==> config.mk <==
export PLATFORM = sky130hd
export DESIGN_NAME = ue14500_seq
export DESIGN_NICKNAME = d
export VERILOG_FILES = /design/src/rtl/ue14500_pkg.sv /design/src/rtl/ue14500_seq_stack.sv /design/src/rtl/ue14500_seq.sv
export SDC_FILE = /design/constraint.sdc
export NUM_CORES = 1
export LEC_CHECK = 0
export BUFFER_PORTS_ARGS = -buffer_cell sky130_fd_sc_hd__buf_2
export CAP_MARGIN = 10
export CORE_AREA = 2 2 43 45
export DETAILED_ROUTE_END_ITERATION = 16
export DIE_AREA = 0 0 45 47
export HOLD_SLACK_MARGIN = 0.03
export PLACE_DENSITY_LB_ADDON = 0.12
export SYNTH_ARGS = -nofsm -noshare
export SYNTH_HDL_FRONTEND = slang
export SYNTH_SLANG_ARGS = --single-unit
==> constraint.sdc <==
create_clock -name clk -period 1.2 [get_ports clk]
set_input_delay 0.18 -clock clk [delete_from_list [all_inputs] [get_ports clk]]
set_output_delay 0.18 -clock clk [all_outputs]
set_load 0.05 [all_outputs]
==> src/rtl/ue14500_pkg.sv <==
`default_nettype none
// ============================================================================
//  Module   : ue14500_pkg
//  Purpose  : Shared defaults, sequencer state encoding and the stack-pointer
//             width helper used by the UE14500 program sequencer.
//  Contents : ADDR_W_DEF, DEPTH_DEF, SP_W_DEF, sp_width(), seq_state_t
//  Revision : 1.0 - initial release
// ============================================================================
package ue14500_pkg;

    // Pointer needs one bit beyond the index so "full" (== DEPTH) is encodable.
    function automatic int sp_width(input int depth);
        return $clog2(depth) + 1;
    endfunction

    localparam int ADDR_W_DEF = 6;
    localparam int DEPTH_DEF  = 4;
    localparam int SP_W_DEF   = sp_width(DEPTH_DEF);

    // START: out of reset, first edge only arms fetch.
    // RUN  : fetching and sequencing.
    // HALT : everything frozen until run_i.
    typedef enum logic [1:0] {
        ST_START = 2'd0,
        ST_RUN   = 2'd1,
        ST_HALT  = 2'd2
    } seq_state_t;

endpackage : ue14500_pkg
`default_nettype wire

==> src/rtl/ue14500_seq_stack.sv <==
`default_nettype none
// ============================================================================
//  Module   : ue14500_seq_stack
//  Purpose  : Return-address LIFO for the UE14500 sequencer.
//  Ports    : clk, rst          - clock, async active-high reset (empties)
//             push_i, data_i    - push data_i (ignored when full)
//             pop_i             - discard top entry (ignored when empty)
//             top_o             - current top-of-stack entry
//             full_o, empty_o   - occupancy status
//  Revision : 1.0 - initial release
// ============================================================================
module ue14500_seq_stack
    import ue14500_pkg::*;
#(
    parameter int ADDR_W = ADDR_W_DEF,
    parameter int DEPTH  = DEPTH_DEF
) (
    input  logic              clk,
    input  logic              rst,
    input  logic              push_i,
    input  logic              pop_i,
    input  logic [ADDR_W-1:0] data_i,
    output logic [ADDR_W-1:0] top_o,
    output logic              full_o,
    output logic              empty_o
);

    localparam int SP_W  = sp_width(DEPTH);
    localparam int IDX_W = SP_W - 1;

    logic [SP_W-1:0]   sp_q;
    logic [SP_W-1:0]   sp_d;
    logic [ADDR_W-1:0] mem_q [DEPTH];
    logic [IDX_W-1:0]  w_wr_idx;
    logic [IDX_W-1:0]  w_rd_idx;
    logic              w_do_push;
    logic              w_do_pop;

    assign full_o    = (sp_q == SP_W'(DEPTH));
    assign empty_o   = (sp_q == '0);
    assign w_do_push = push_i && !full_o;
    assign w_do_pop  = pop_i && !empty_o && !push_i;

    // When full, the low index bits wrap to 0, but writes are blocked then.
    assign w_wr_idx = sp_q[IDX_W-1:0];
    assign w_rd_idx = w_wr_idx - IDX_W'(1);
    assign top_o    = mem_q[w_rd_idx];

    always_comb begin
        sp_d = sp_q;
        if (w_do_push) begin
            sp_d = sp_q + SP_W'(1);
        end else if (w_do_pop) begin
            sp_d = sp_q - SP_W'(1);
        end
    end

    always_ff @(posedge clk or posedge rst) begin
        if (rst) begin
            sp_q <= '0;
        end else begin
            sp_q <= sp_d;
        end
    end

    // Entry storage needs no reset: only entries below sp_q are ever read.
    always_ff @(posedge clk) begin
        if (w_do_push) begin
            mem_q[w_wr_idx] <= data_i;
        end
    end

endmodule : ue14500_seq_stack
`default_nettype wire

==> src/rtl/ue14500_seq.sv <==
`default_nettype none
// ============================================================================
//  Module   : ue14500_seq
//  Purpose  : Program sequencer for a UE14500-style 1-bit core: increment,
//             jump, call/return, halt and resume. Return stack is present
//             only when UE14500_SEQ_STACK_EN is defined; otherwise RTN
//             returns to address 0 and the overflow/underflow flags read 0.
//  Ports    : clk, rst                    - clock, async active-high reset
//             jmp_i, rtn_i, flg0_i, flgf_i - decoded core events
//             run_i                       - resume from halt
//             tgt_i                       - jump target
//             pc_o, fetch_o               - next fetch address / valid
//             halted_o, ovf_o, unf_o      - status (flags sticky)
//  Revision : 1.0 - initial release
// ============================================================================
module ue14500_seq
    import ue14500_pkg::*;
#(
    parameter int ADDR_W = ADDR_W_DEF,
    parameter int DEPTH  = DEPTH_DEF
) (
    input  logic              clk,
    input  logic              rst,
    input  logic              jmp_i,
    input  logic              rtn_i,
    input  logic              flg0_i,
    input  logic              flgf_i,
    input  logic              run_i,
    input  logic [ADDR_W-1:0] tgt_i,
    output logic [ADDR_W-1:0] pc_o,
    output logic              fetch_o,
    output logic              halted_o,
    output logic              ovf_o,
    output logic              unf_o
);

    seq_state_t        state_q;
    seq_state_t        state_d;
    logic [ADDR_W-1:0] pc_q;
    logic [ADDR_W-1:0] pc_d;
    logic              fetch_q;
    logic              halted_q;
    logic [ADDR_W-1:0] w_pc_inc;

    assign w_pc_inc = pc_q + ADDR_W'(1);

`ifdef UE14500_SEQ_STACK_EN
    logic              ovf_q;
    logic              ovf_d;
    logic              unf_q;
    logic              unf_d;
    logic              w_push;
    logic              w_pop;
    logic              w_stk_full;
    logic              w_stk_empty;
    logic [ADDR_W-1:0] w_stk_top;

    ue14500_seq_stack #(
        .ADDR_W (ADDR_W),
        .DEPTH  (DEPTH)
    ) u_stack (
        .clk     (clk),
        .rst     (rst),
        .push_i  (w_push),
        .pop_i   (w_pop),
        .data_i  (w_pc_inc),
        .top_o   (w_stk_top),
        .full_o  (w_stk_full),
        .empty_o (w_stk_empty)
    );

    assign ovf_o = ovf_q;
    assign unf_o = unf_q;
`else
    // Without a stack the call qualifier has no meaning.
    logic unused_flg0;
    assign unused_flg0 = flg0_i;
    assign ovf_o       = 1'b0;
    assign unf_o       = 1'b0;
`endif

    always_comb begin
        state_d = state_q;
        pc_d    = pc_q;
`ifdef UE14500_SEQ_STACK_EN
        ovf_d   = ovf_q;
        unf_d   = unf_q;
        w_push  = 1'b0;
        w_pop   = 1'b0;
`endif
        case (state_q)
            ST_START: begin
                state_d = ST_RUN;
            end
            ST_RUN: begin
                // rtn beats jmp; a coincident jmp is simply dropped.
                if (rtn_i) begin
`ifdef UE14500_SEQ_STACK_EN
                    if (w_stk_empty) begin
                        unf_d = 1'b1;
                        pc_d  = w_pc_inc;
                    end else begin
                        w_pop = 1'b1;
                        pc_d  = w_stk_top;
                    end
`else
                    pc_d = '0;
`endif
                end else if (jmp_i) begin
                    pc_d = tgt_i;
`ifdef UE14500_SEQ_STACK_EN
                    // Overflowing call still jumps; the return address is lost.
                    if (flg0_i) begin
                        if (w_stk_full) begin
                            ovf_d = 1'b1;
                        end else begin
                            w_push = 1'b1;
                        end
                    end
`endif
                end else begin
                    pc_d = w_pc_inc;
                end
                if (flgf_i) begin
                    state_d = ST_HALT;
                end
            end
            ST_HALT: begin
                if (run_i) begin
                    state_d = ST_RUN;
                end
            end
            default: begin
                state_d = ST_START;
            end
        endcase
    end

    always_ff @(posedge clk or posedge rst) begin
        if (rst) begin
            state_q  <= ST_START;
            pc_q     <= '0;
            fetch_q  <= 1'b0;
            halted_q <= 1'b0;
`ifdef UE14500_SEQ_STACK_EN
            ovf_q    <= 1'b0;
            unf_q    <= 1'b0;
`endif
        end else begin
            state_q  <= state_d;
            pc_q     <= pc_d;
            fetch_q  <= (state_d == ST_RUN);
            halted_q <= (state_d == ST_HALT);
`ifdef UE14500_SEQ_STACK_EN
            ovf_q    <= ovf_d;
            unf_q    <= unf_d;
`endif
        end
    end

    assign pc_o     = pc_q;
    assign fetch_o  = fetch_q;
    assign halted_o = halted_q;

endmodule : ue14500_seq
`default_nettype wire

==> load_flow_metrics.sql <==
INSERT INTO impl_metrics (metric_group, metric, value, unit) VALUES
('finish', 'num_antenna_cells', '0', ''),
('clocking', 'tritoncts', 'yes', ''),
('sta', 'finalCritPeriodShare', '0.966', ''),
('sta', 'tns_setup', '0', 'ns'),
('power_and_ir_drop', 'power.static_leakage', '0.352', 'nW'),
('synthesis', 'sequential_share_of_the_synthesized_area', '0.458', ''),
('finish', 'layout.area.seq', '256', 'um^2'),
('sta', 'setup_viol', '0', ''),
('placed_design', 'count_of_input_and_output_buffers', '19', ''),
('worst_setup_path', 'cp.arrival', '1.30', 'ns'),
('finish', 'syn2layout_area_growth', '36.4', '%'),
('hold_path', 'worst_hold_end', 'pc_o[4]', ''),
('finish', 'filler_cell_count', '173', ''),
('worst_setup_path', 'worstPathRequired', '1.35', 'ns'),
('power_and_ir_drop', 'power.sequential.fraction', '0.333', ''),
('grt', 'gr-usage-all-layers', '0.134', ''),
('synthesis', 'syn_avg_cell_area', '9.43', 'um^2'),
('clocking', 'cts-buffers-inserted', '3', ''),
('run', 'max_cap_violations', '0', ''),
('detailed_routing', 'dr_total_vias', '492', ''),
('detailed_routing', 'drt-wirelength-per-cell', '12.0', 'um'),
('floorplanning', 'io_pins', '23', ''),
('power_and_ir_drop', 'share_of_power_burned_in_combinational_logic', '0.545', ''),
('synthesis', 'synthesis.area', '547', 'um^2'),
('hold_path', 'worstHoldPathCells', '3', ''),
('detailed_routing', 'vias_per_cell', '4.92', ''),
('sta', 'final.min_clock_period', '1.16', 'ns'),
('synthesis', 'synth.distinct_cells', '25', ''),
('finish', 'multi_input_area', '290', 'um^2'),
('clocking', 'root_buffer', 'clkbuf_4', ''),
('power_and_ir_drop', 'vdd_drop_max', '0.00106', 'V'),
('finish', 'utilization', '0.452', ''),
('sta', 'timing.final.max_slew_violations', '0', ''),
('sta', 'grt_setup_unrepaired', 'yes', ''),
('worst_setup_path', 'startpoint_of_the_lowest_slack_register_to_register_path', 'pc_o[0]', ''),
('sta', 'skew', '0.00631', 'ns'),
('grt', 'grt_first_pass_wirelength', '1940', 'um'),
('detailed_routing', 'first_pass_iters', '4', ''),
('worst_setup_path', 'critical_path.reg2reg.endpoint', 'pc_o[4]', ''),
('hold_path', 'hold_path_class', 'in -> reg', ''),
('floorplanning', 'die-width', '45', 'um'),
('floorplanning', 'core-area', '1650', 'um^2'),
('power_and_ir_drop', 'switching_power', '0.963', 'mW'),
('clocking', 'htreeDepth', '1', ''),
('worst_setup_path', 'ff2ff_path_depth', '5', ''),
('finish', 'drive_above_1_share', '0.434', ''),
('power_and_ir_drop', 'power.density_cell_area', '2650', 'nW/um^2'),
('placed_design', 'place_congestion', '0.775', ''),
('synthesis', 'ys.warnings.count', '0', ''),
('synthesis', 'number_of_cells_produced_by_synthesis', '58', ''),
('floorplanning', 'row_count', '15', ''),
('clocking', 'clk_pin_slew', '0.06', 'ns'),
('grt', 'grt_antenna_before_repair', '0', ''),
('floorplanning', 'floorplan.initialDensity', '0.331', ''),
('sta', 'timing.final.hold_violations', '0', ''),
('worst_setup_path', 'critPathLaunchType', 'flop', ''),
('floorplanning', 'design.die.area', '2120', 'um^2'),
('worst_setup_path', 'critPathCaptureType', 'flop', ''),
('floorplanning', 'die_height', '47', 'um'),
('sta', 'maxClockFrequency', '863', 'MHz'),
('power_and_ir_drop', 'p_sw_frac', '0.487', ''),
('clocking', 'cts.sink_count', '10', ''),
('run_status', 'run_status', 'completed', ''),
('finish', 'layout.nets', '98', ''),
('worst_setup_path', 'timing_worst_setup_path_type', 'reg -> reg', ''),
('placed_design', 'detailedPlacementHpwl', '911', 'um'),
('detailed_routing', 'ant_nets', '0', ''),
('hold_path', 'min-delay-start', 'tgt_i[4]', ''),
('worst_setup_path', 'r2r_setup_slack', '0.04', 'ns'),
('grt', 'grt_overflow_total', '0', ''),
('grt', 'maximum_number_of_pins_on_one_net_before_global_route_repair', '15', ''),
('worst_setup_path', 'cp_max_fo', '6', ''),
('clocking', 'worst_skew_pair.late_latency', '0.26', 'ns'),
('detailed_routing', 'drcViolationCount', '0', ''),
('detailed_routing', 'total_wire_length_after_detailed_routing', '1200', 'um'),
('clocking', 'clockBufferDepth', '2', ''),
('grt', 'vias_in_the_first_global_route', '456', ''),
('power_and_ir_drop', 'cell_internal_pwr', '1.02', 'mW'),
('synthesis', 'postSynthRegisterBits', '10', ''),
('power_and_ir_drop', 'p_clk_frac', '0.122', ''),
('detailed_routing', 'detail_route.iter0.violations', '9', '');
==> cells by family after synthesis <==
logic type / share of synthesized area
compound gates: 0.178
fa+ha+maj: 0.0229
buf+inv: 0.0640
flops: 0.458
mux: 0.0366
other cells: 0.00686
simple gates: 0.233
==> cells in the mapped netlist <==
cell | n | share of area
a21oi_1 | 4 | 0.037
and2_1 | 2 | 0.023
and3_1 | 1 | 0.011
and3b_1 | 1 | 0.016
buf_2 | 1 | 0.0091
buf_4 | 2 | 0.027
buf_6 | 1 | 0.021
conb_1 | 1 | 0.0069
dfrtp_1 | 10 | 0.46
ha_1 | 1 | 0.023
inv_1 | 1 | 0.0069
mux2i_1 | 2 | 0.037
nand2_1 | 3 | 0.021
nand2b_1 | 2 | 0.023
nand3_1 | 3 | 0.027
nor2_1 | 1 | 0.0069
nor2b_1 | 1 | 0.011
nor3_1 | 4 | 0.037
nor3b_1 | 3 | 0.041
o21ai_0 | 4 | 0.037
o21ai_1 | 5 | 0.046
o22ai_1 | 2 | 0.023
o31ai_1 | 1 | 0.014
o31ai_2 | 1 | 0.023
or2_4 | 1 | 0.016
==> power groups by stage <==
stage	registers [mW]	logic [mW]	clock network, mW
2_1_floorplan	1.04	0.355	0
3_3_place_gp	0.639	1.03	0
3_5_place_dp	0.640	1.04	0
4_1_cts	0.649	1.04	0.260
5_1_grt	0.685	1.16	0.278
6_report	0.658	1.08	0.242
==> layout make-up <==
| type | instances | share of cell area |
|---|---|---|
| inverters | 1 | 0.00503 |
| repair buffers | 24 | 0.198 |
| multi-input cells | 44 | 0.389 |
| clock buffers | 4 | 0.0352 |
| flip-flops and latches | 10 | 0.344 |
| well taps | 17 | 0.0285 |
==> metal layers <==
metal	track usage	share of wire	vias to the layer above
met3	0.0654	0.056	2
li1	-	-	256
met2	0.200	0.45	11
met4	0.0647	0.012	0
met1	0.161	0.48	223
met5	0	0	-
==> stage by stage <==
stage	instance area [um^2]	std cells	setup WS, ns	power (mW)	hold slack, ns
global route	746	100	-0.0414	2.12	0.189
finish	746	100	0.0407	1.98	0.184
global placement	684	95	0.0884	1.67	0.184
floorplan	569	59	-0.0662	1.40	0.0198
CTS	723	99	0.0326	1.95	0.174
detailed placement	684	95	0.0749	1.68	0.189
==> worst max-delay path: stages (launching register included) <==
cell and delay, ns:
dfrtp_2 0.44, ha_4 0.16, nand3_1 0.09, nor3b_2 0.16, o21ai_1 0.13, o21ai_1 0.07
==> registers in the layout, indices dropped and copies added (netlist names) <==
| signal | cells |
|---|---|
| fetch_o | 1 |
| halted_o | 1 |
| pc_o | 6 |
| state_q | 2 |
==> timing repair <==
| action | in CTS | in global routing |
|---|---|---|
| cloned | 0 | 0 |
| hold endpoints to repair | 10 | 0 |
| buffers inserted | 0 | 1 |
| gates resized for setup | 3 | 3 |
| hold buffers | 1 | 0 |
| setup endpoints to repair | 1 | 4 |
==> how the worst max path moves through the flow <==
stage	from	end	slack, ns
final	pc_o[0]	pc_o[4]	0.04
after global routing	pc_o[0]	pc_o[4]	-0.04
after CTS	pc_o[1]	pc_o[1]	0.03
after detailed placement	state_q[1]	pc_o[0]	0.07
after global placement	pc_o[1]	pc_o[4]	0.09
after floorplan	pc_o[0]	pc_o[4]	-0.07
==> placed cells by master (no fill, tap or decap) <==
master,synthesis,final
conb_1,1,2
inv_1,1,1
nor3_1,4,4
o22ai_1,2,2
nand2_1,3,3
buf_8,0,1
mux2i_1,2,2
buf_4,2,4
dlygate4sd3_1,0,1
o21ai_1,5,6
dfrtp_2,0,5
and3b_1,1,1
nor3b_2,0,1
o31ai_2,1,1
nor3b_1,3,2
ha_4,0,1
nand3_1,3,3
clkbuf_1,0,1
nand2b_1,2,1
or2_4,1,1
buf_2,1,17
nor2_1,1,1
a21oi_1,4,4
o31ai_1,1,1
dfrtp_1,10,5
and3_1,1,1
clkbuf_4,0,4
nand2b_4,0,1
and2_1,2,2
nor2b_1,1,1
o21ai_0,4,3
Power figures use the tool's default switching activity.
